[src/rtl/mmc1_gen_mapper.sv]
// Parameterised MMC1-style mapper: serial register port, PRG/CHR bank
// selection, PRG-RAM window decode and nametable mirroring.
module mmc1_gen_mapper #(
    parameter int SHIFT_LEN  = 5,
    parameter int PRG_BANK_W = 4,
    parameter int CHR_BANK_W = 5,
    parameter int MMC1A      = 0
) (
    input  logic        clk,
    input  logic        reset,
    input  logic        ce,
    input  logic        enable,
    input  logic [15:0] prg_ain,
    input  logic        prg_write,
    input  logic [7:0]  prg_din,
    input  logic [13:0] chr_ain,
    input  logic        cfg_hard_mirror,
    input  logic        cfg_ram_present,
    output logic [21:0] prg_aout,
    output logic        prg_allow,
    output logic [21:0] chr_aout,
    output logic        vram_a10,
    output logic        vram_ce,
    output logic        ram_en,
    output logic        reg_upd,
    output logic [1:0]  reg_idx,
    output logic [2:0]  shift_cnt
);

    localparam logic [2:0] LAST_BIT = 3'(SHIFT_LEN - 1);
    localparam logic [4:0] CTRL_RST = 5'b01100;

    logic [4:0]           control_q, control_d;
    logic [SHIFT_LEN-1:0] chr0_q, chr0_d;
    logic [SHIFT_LEN-1:0] chr1_q, chr1_d;
    logic [SHIFT_LEN-1:0] prg_q, prg_d;
    logic [SHIFT_LEN-2:0] shift_q, shift_d;
    logic [2:0]           cnt_q, cnt_d;
    logic                 wf_q, wf_d;
    logic                 reg_upd_q, reg_upd_d;
    logic [1:0]           reg_idx_q, reg_idx_d;
    logic [SHIFT_LEN-1:0] load_val;

    // Serial port: write filter, reset command, bit collection and register load.
    always_comb begin
        control_d = control_q;
        chr0_d    = chr0_q;
        chr1_d    = chr1_q;
        prg_d     = prg_q;
        shift_d   = shift_q;
        cnt_d     = cnt_q;
        wf_d      = wf_q;
        reg_upd_d = 1'b0;
        reg_idx_d = reg_idx_q;
        load_val  = {prg_din[0], shift_q};
        if (!enable) begin
            control_d = CTRL_RST;
            chr0_d    = '0;
            chr1_d    = '0;
            prg_d     = '0;
            shift_d   = '0;
            cnt_d     = '0;
            wf_d      = 1'b0;
            reg_idx_d = '0;
        end else if (ce) begin
            if (!prg_write) begin
                wf_d = 1'b0;
            end else if (prg_ain[15] && !wf_q) begin
                wf_d = 1'b1;
                if (prg_din[7]) begin
                    cnt_d     = '0;
                    shift_d   = '0;
                    control_d = control_q | CTRL_RST;
                end else if (cnt_q == LAST_BIT) begin
                    case (prg_ain[14:13])
                        2'd0:    control_d = load_val[4:0];
                        2'd1:    chr0_d    = load_val;
                        2'd2:    chr1_d    = load_val;
                        default: prg_d     = load_val;
                    endcase
                    cnt_d     = '0;
                    shift_d   = '0;
                    reg_upd_d = 1'b1;
                    reg_idx_d = prg_ain[14:13];
                end else begin
                    for (int k = 0; k < SHIFT_LEN - 1; k++) begin
                        if (cnt_q == 3'(k)) shift_d[k] = prg_din[0];
                    end
                    cnt_d = cnt_q + 3'd1;
                end
            end
        end
    end

    // State registers; reg_upd is written every edge so it only ever pulses.
    always_ff @(posedge clk or posedge reset) begin
        if (reset) begin
            control_q <= CTRL_RST;
            chr0_q    <= '0;
            chr1_q    <= '0;
            prg_q     <= '0;
            shift_q   <= '0;
            cnt_q     <= '0;
            wf_q      <= 1'b0;
            reg_upd_q <= 1'b0;
            reg_idx_q <= '0;
        end else begin
            control_q <= control_d;
            chr0_q    <= chr0_d;
            chr1_q    <= chr1_d;
            prg_q     <= prg_d;
            shift_q   <= shift_d;
            cnt_q     <= cnt_d;
            wf_q      <= wf_d;
            reg_upd_q <= reg_upd_d;
            reg_idx_q <= reg_idx_d;
        end
    end

    // Bank registers resized to the bank widths; missing high bits read as zero.
    logic [PRG_BANK_W-1:0] prg_x;
    logic [CHR_BANK_W-1:0] chr0_x, chr1_x;
    logic [PRG_BANK_W-1:0] prgsel;
    logic [CHR_BANK_W-1:0] chrsel;
    logic                  ram_window;
    logic [1:0]            mirror;
    logic                  unused_bits;

    assign prg_x  = PRG_BANK_W'(prg_q);
    assign chr0_x = CHR_BANK_W'(chr0_q);
    assign chr1_x = CHR_BANK_W'(chr1_q);

    // PRG bank select: 32 KB mode, fixed-first or fixed-last 16 KB modes.
    always_comb begin
        case (control_q[3:2])
            2'b10:   prgsel = prg_ain[14] ? prg_x : '0;
            2'b11:   prgsel = prg_ain[14] ? '1 : prg_x;
            default: prgsel = {prg_x[PRG_BANK_W-1:1], prg_ain[14]};
        endcase
    end

    // CHR bank select: 8 KB mode or two independent 4 KB banks.
    always_comb begin
        if (control_q[4]) chrsel = chr_ain[12] ? chr1_x : chr0_x;
        else              chrsel = {chr0_x[CHR_BANK_W-1:1], chr_ain[12]};
    end

    // Nametable A10 from mirroring mode; hard-wired boards force vertical.
    always_comb begin
        mirror = cfg_hard_mirror ? 2'd2 : control_q[1:0];
        case (mirror)
            2'd0:    vram_a10 = 1'b0;
            2'd1:    vram_a10 = 1'b1;
            2'd2:    vram_a10 = chr_ain[10];
            default: vram_a10 = chr_ain[11];
        endcase
    end

    assign ram_window = (prg_ain[15:13] == 3'b011);
    assign ram_en     = cfg_ram_present & ((MMC1A != 0) | ~prg_q[4]);
    assign prg_allow  = (prg_ain[15] & ~prg_write) | (ram_window & ram_en);
    assign prg_aout   = ram_window
        ? {7'b1111000, chrsel[3], chrsel[2], prg_ain[12:0]}
        : {{(22 - 15 - PRG_BANK_W){1'b0}}, chrsel[4], prgsel, prg_ain[13:0]};
    assign chr_aout   = {1'b1, 21'd0}
                      | ({{(22 - CHR_BANK_W){1'b0}}, chrsel} << 12)
                      | {10'd0, chr_ain[11:0]};
    assign vram_ce    = chr_ain[13];
    assign reg_upd    = reg_upd_q;
    assign reg_idx    = reg_idx_q;
    assign shift_cnt  = cnt_q;
    assign unused_bits = ^prg_din[6:1];

endmodule
[config.mk]
export PLATFORM = sky130hd
export DESIGN_NAME = mmc1_gen_mapper
export DESIGN_NICKNAME = d
export VERILOG_FILES = /design/src/rtl/mmc1_gen_mapper.sv
export SDC_FILE = /design/constraint.sdc
export NUM_CORES = 1
export LEC_CHECK = 0
export CORE_AREA = 8 8 85 87
export CTS_CLUSTER_SIZE = 40
export DETAILED_ROUTE_END_ITERATION = 10
export DIE_AREA = 0 0 93 95
export PLACE_DENSITY = 0.82
export SYNTH_ARGS = -nofsm -noshare
export SYNTH_HDL_FRONTEND = slang
export SYNTH_SLANG_ARGS = --single-unit
[constraint.sdc]
create_clock -name clk -period 1.6 [get_ports clk]
set_input_delay 0.16 -clock clk [delete_from_list [all_inputs] [get_ports clk]]
set_output_delay 0.16 -clock clk [all_outputs]
set_load 0.005 [all_outputs]
### Word level (Yosys, flattened, before mapping)

Cells that the tools add are included.

| storage, ports and cells | value |
|---|---|
| register bits after elaboration | 31 |
| input bits | 45 |
| output and inout port bits | 54 |
| word-level logic and storage cells | 134 |

| operators by class | value |
|---|---|
| $add $sub $neg | 1 |
| eq/ne operators | 27 |
| muxes and demuxes | 68 |
| bitwise logic cells | 7 |
| reduce and logical (&&, ||, !) cells | 18 |

Operators by type and width:

| operator | number |
|---|---|
| two-way mux 5 bit | 30 |
| two-way mux 4 bit | 8 |
| AND reduction 6 bit | 4 |
| two-way mux 22 bit | 1 |
| bitwise OR 22 x 12 -> 22 bit | 1 |
| two-way mux 3 bit | 6 |
| != test 4 x 1 -> 1 bit (second input constant) | 4 |
| AND reduction 4 bit | 4 |
| two-way mux 1 bit | 14 |
| two-way mux 2 bit | 7 |
| != test 2 x 1 -> 1 bit (second input constant) | 6 |
| AND reduction 5 bit | 2 |
| equality test 3 x 2 -> 1 bit (second input constant) | 3 |
| equality test 2 bit (second input constant) | 4 |
| case mux 4 bit (2 select lines) | 1 |
| != test 2 bit (second input constant) | 3 |
| != test 3 x 1 -> 1 bit (second input constant) | 2 |
| equality test 2 x 1 -> 1 bit (second input constant) | 2 |
| logical NOT 2 bit | 2 |
| adder 3 x 1 -> 3 bit (second input constant) | 1 |
| bitwise AND 1 bit | 3 |
| equality test 3 x 1 -> 1 bit (second input constant) | 1 |
| equality test 3 bit (second input constant) | 1 |
| logical NOT 3 bit | 1 |
| other kinds (9) | 10 |

### Logic depth before layout (Yosys ltp)

| logic depth | value |
|---|---|
| depth after elaboration | 9 |
| gate-level depth with buffers | 6 |
| depth with buffers taken out | 5 |

### Least setup slack after synthesis

No wires, ideal clock.

| path | value |
|---|---|
| kind | register to register |
| from | reg cnt_q[0], in the netlist shift_cnt[0] |
| to | reg chr1_q[0] |
| library setup time | 0.079 ns |
| arrival | 1.499 ns |
| data required time | 1.521 ns |
| path slack | 0.022 ns |
| stages on the path, launching flop included | 6 |
| path buffers | 0 |
| period minus slack after synthesis | 1.578 ns |
| path through | dfrtp_1 -> inv_1 -> ha_1 -> nand3b_2 -> nor4_4 -> mux2i_1 |

| on the way | value |
|---|---|
| longest elaborated chain between the ends | 3 |

Ends and longest elaborated chain:

| what | RTL line | source |
|---|---|---|
| from (decl) | 38 | `logic [2:0] cnt_q, cnt_d;` |
| from (signal assigned) | 113 | `cnt_q <= cnt_d;` |
| equality test 3 bit | 74 | `end else if (cnt_q == LAST_BIT) begin` |
| != test 2 x 1 -> 1 bit (no source line) | n/a |  |
| AND reduction 6 bit (no source line) | n/a |  |
| to (signal assigned) | 110 | `chr1_q <= chr1_d;` |
| to (decl) | 35 | `logic [SHIFT_LEN-1:0] chr1_q, chr1_d;` |

No other way between the ends.
A chain may end at the register's enable or synchronous reset.

### Worst setup path after layout

| path | value |
|---|---|
| from | reg control_q[4] |
| to | out prg_aout[13] |

| on the way | value |
|---|---|
| longest elaborated chain between the ends | 2 |

Ends and longest elaborated chain:

| what | RTL line | source |
|---|---|---|
| from (decl) | 33 | `logic [4:0] control_q, control_d;` |
| from (signal assigned) | 108 | `control_q <= control_d;` |
| two-way mux 5 bit | 144 | `if (control_q[4]) chrsel = chr_ain[12] ? chr1_x : chr0_x;` |
| two-way mux 22 bit | 163 | `? {7'b1111000, chrsel[3], chrsel[2], prg_ain[12:0]}` |
| to (decl) | 19 | `output logic [21:0] prg_aout,` |

No other way between the ends.

==> metrics.cfg <==
[setup_path]
required_ns = 1.44
worstReg2RegStart = shift_cnt[1]
worst_r2r_path_depth = 6
r2r_setup_slack_ns = 0.08
cp-start-kind = flop
path_cells = nand2_2 -> mux2_4 -> o31a_1 -> buf_2
cp_num_buf_inv = 1
crit_arrival_ns = 1.48
critPathKind = flop to output pin
crit_family = flip-flops
slowest_delay_ns = 0.39
worst_path_max_delay_cell = dfrtp_1
cp_max_fo = 3
rr_endpoint = chr0_q[1]
critPathCaptureType = output pin

[routing]
wl_um = 4930
ant_nets = 0
via_count = 1685
drc = 0
drt-wirelength-per-cell_um = 14.4
dr.first_iter.drc_count = 112
drt-vias-per-instance = 4.93
dr.pass1.iters = 4

[synth]
postSynthCellCount = 222
ys_ff_latch = 31
async_flop_share_pct = 100
synth.avg_cell_area_um2 = 9.20
synth.top_cells.by_area = dfrtp_1 (36%), buf_4 (13%), mux2i_1 (9.3%)
synth_top_area_share_pct = 35.5
ys_seq_area_share_pct = 38.1
yosysTopAreaCell = dfrtp_1
synth-edff-count = 0
synth_area_um2 = 2040
synth_flop_cell = dfrtp_1
synth.distinct_cells = 42
yosys_warnings = 0

[placement]
placedCellCount = 331
dp_hpwl_um = 3780
place_congestion = 0.793
portBuffers = 39

[run_status]
violations = negative setup slack
status = complete, but fails checks

[floorplan]
start_util_pct = 35.1
die_y_um = 95
die_area_um2 = 8840
ios = 99
coreArea_um2 = 5820
rows = 28
die_w_um = 93

[cells_and_area]
layout_common_cells = buf_4 (38), nand2_1 (29), dfrtp_1 (29)
drive_above_1_share_pct = 32.2
fin_nets = 315
mostFrequentLayoutCell = buf_4
diodes = 0
syn_to_final_growth_pct = 31.2
finalNonFillerCells = 342
nFillCells = 573

[global_routing]
antenna_found_initial = 0
grt_overflow = 0
top_usage_layer = met2
grtUsageMet3_pct = 3.81
grtUsageMet1_pct = 13.0
grt_util_met2_pct = 19.8
grt_pass1_vias = 1734
grt.total_usage_pct = 11.5
grt_first_pass_wirelength_um = 8150
grt_max_degree = 32

[timing]
slew_violations = 0
finalClockSkew_ns = 0.00863
finalSetupViolCount = 2
rsz0062_at_grt = true
post-route-min-period_ns = 1.64
finalHoldViolCount = 0
finalCritPeriodShare_pct = 102
worst_slack_ns = -0.0379
fin_hold_ws_ns = 0.248
max_freq_mhz = 611

[cts]
h-tree-depth = 2
cts_tree = built
clock_latency_ns = 0.29
cts_made_buffers = 5
path_clk_slew_ns = 0.07
ctsLongestPathBuffers = 2
cts.sinks = 31
cts_root_buf = clkbuf_8

[run]
maxCapViolations = 0

[power_and_ir_drop]
power_mw = 1.64
powerDensity_nw_per_um2 = 613
max-vdd-ir-drop_mv = 0.454
p_leak_nw = 1.20

[hold_path]
hp-class = input port to asynchronous set/reset pin

## what timing repair did
item,4_1_cts,5_1_grt
hold endpoints to repair,0,0
gates resized for setup,48,22
endpoints found under the setup margin,16,29
hold buffers,0,0
pin swaps,4,7
buffers inserted,2,1
## metal layers
metal | routed length [um] | share of wire (%)
met1 | 2030 | 41
met2 | 2540 | 52
met3 | 264 | 5.4
met4 | 87 | 1.8
met5 | 0 | 0
## cell usage after synthesis (2+ instances only)
library cell  instances
dfrtp_1              29
a32oi_1               3
nor2_1                6
mux2_2                3
conb_1                2
inv_1                 9
or2_2                 2
nand3_1               6
mux2i_1              19
nor2b_1               3
o21ai_0               9
a21oi_1              10
nand3b_1              2
nor3_1                5
buf_4                35
nor4_1                2
clkbuf_1              9
nand2b_1              5
dfstp_2               2
and3b_1               2
o31ai_1               3
ha_1                  4
o22ai_1               3
nand2_1              31
## state kept, by name, indices dropped and copies added (netlist names)
signal     cells
prg_q          5
control_q      5
wf_q           1
reg_idx        2
shift_q        4
chr1_q         5
chr0_q         5
reg_upd        1
shift_cnt      3
## worst register-to-register path, delay by kind of cell, from the launching register on
family | cells | cell delay (ns)
buffers and inverters | 2 | 0.29
muxes | 1 | 0.22
adders and majority gates | 1 | 0.18
and+or+nand+nor | 2 | 0.38
DFF | 1 | 0.38
## cell families (layout without fill, tap and decap cells)
family	after synthesis	count (layout)	synth area share, %
compound gates	32	32	9.62
mux	22	22	11.0
buf+inv	54	96	16.4
simple gates	77	77	22.1
other cells	2	5	0.368
fa+ha+maj	4	4	2.45
flops	31	31	38.1
## worst max-delay path by stage
| stage | start | endpoint | depth (start not counted) |
|---|---|---|---|
| final | control_q[4] | prg_aout[13] | 4 |
| after global routing | control_q[4] | prg_aout[13] | 4 |
| after CTS | control_q[4] | prg_aout[18] | 4 |
| after detailed placement | chr_ain[12] | prg_aout[18] | 5 |
| after global placement | chr_ain[12] | prg_aout[18] | 5 |
| after floorplan | shift_cnt[0] | chr1_q[0] | 5 |
## cell type report
class,instances,area (um2),area share [%]
clock inverters,3,20.0,0.747
inverters,9,33.8,1.26
repair buffers,79,658,24.6
multi-input cells,140,1030,38.3
flip-flops and latches,31,778,29.1
well taps,75,93.8,3.50
clock buffers,5,68.8,2.57
## through the flow
stage	worst slack [ns]	TNS, ns	utilization (%)	instance area [um2]
floorplan	0.0217	0	-	2050
global placement	-0.378	-4.68	43.4	2530
detailed placement	-0.391	-5.13	43.4	2530
CTS	-0.104	-0.185	44.7	2600
global route	-0.0900	-0.206	46.1	2680
finish	-0.0379	-0.0521	46.1	2680
## where the power goes
part / leakage [nW] / switching, mW / internal (mW)
sequential: 0.426 / 0.00207 / 0.787
clock: 0.0402 / 0.314 / 0.302
combinational: 0.737 / 0.113 / 0.123
total: 1.20 / 0.429 / 1.21
(Power assumes the default switching activity.)
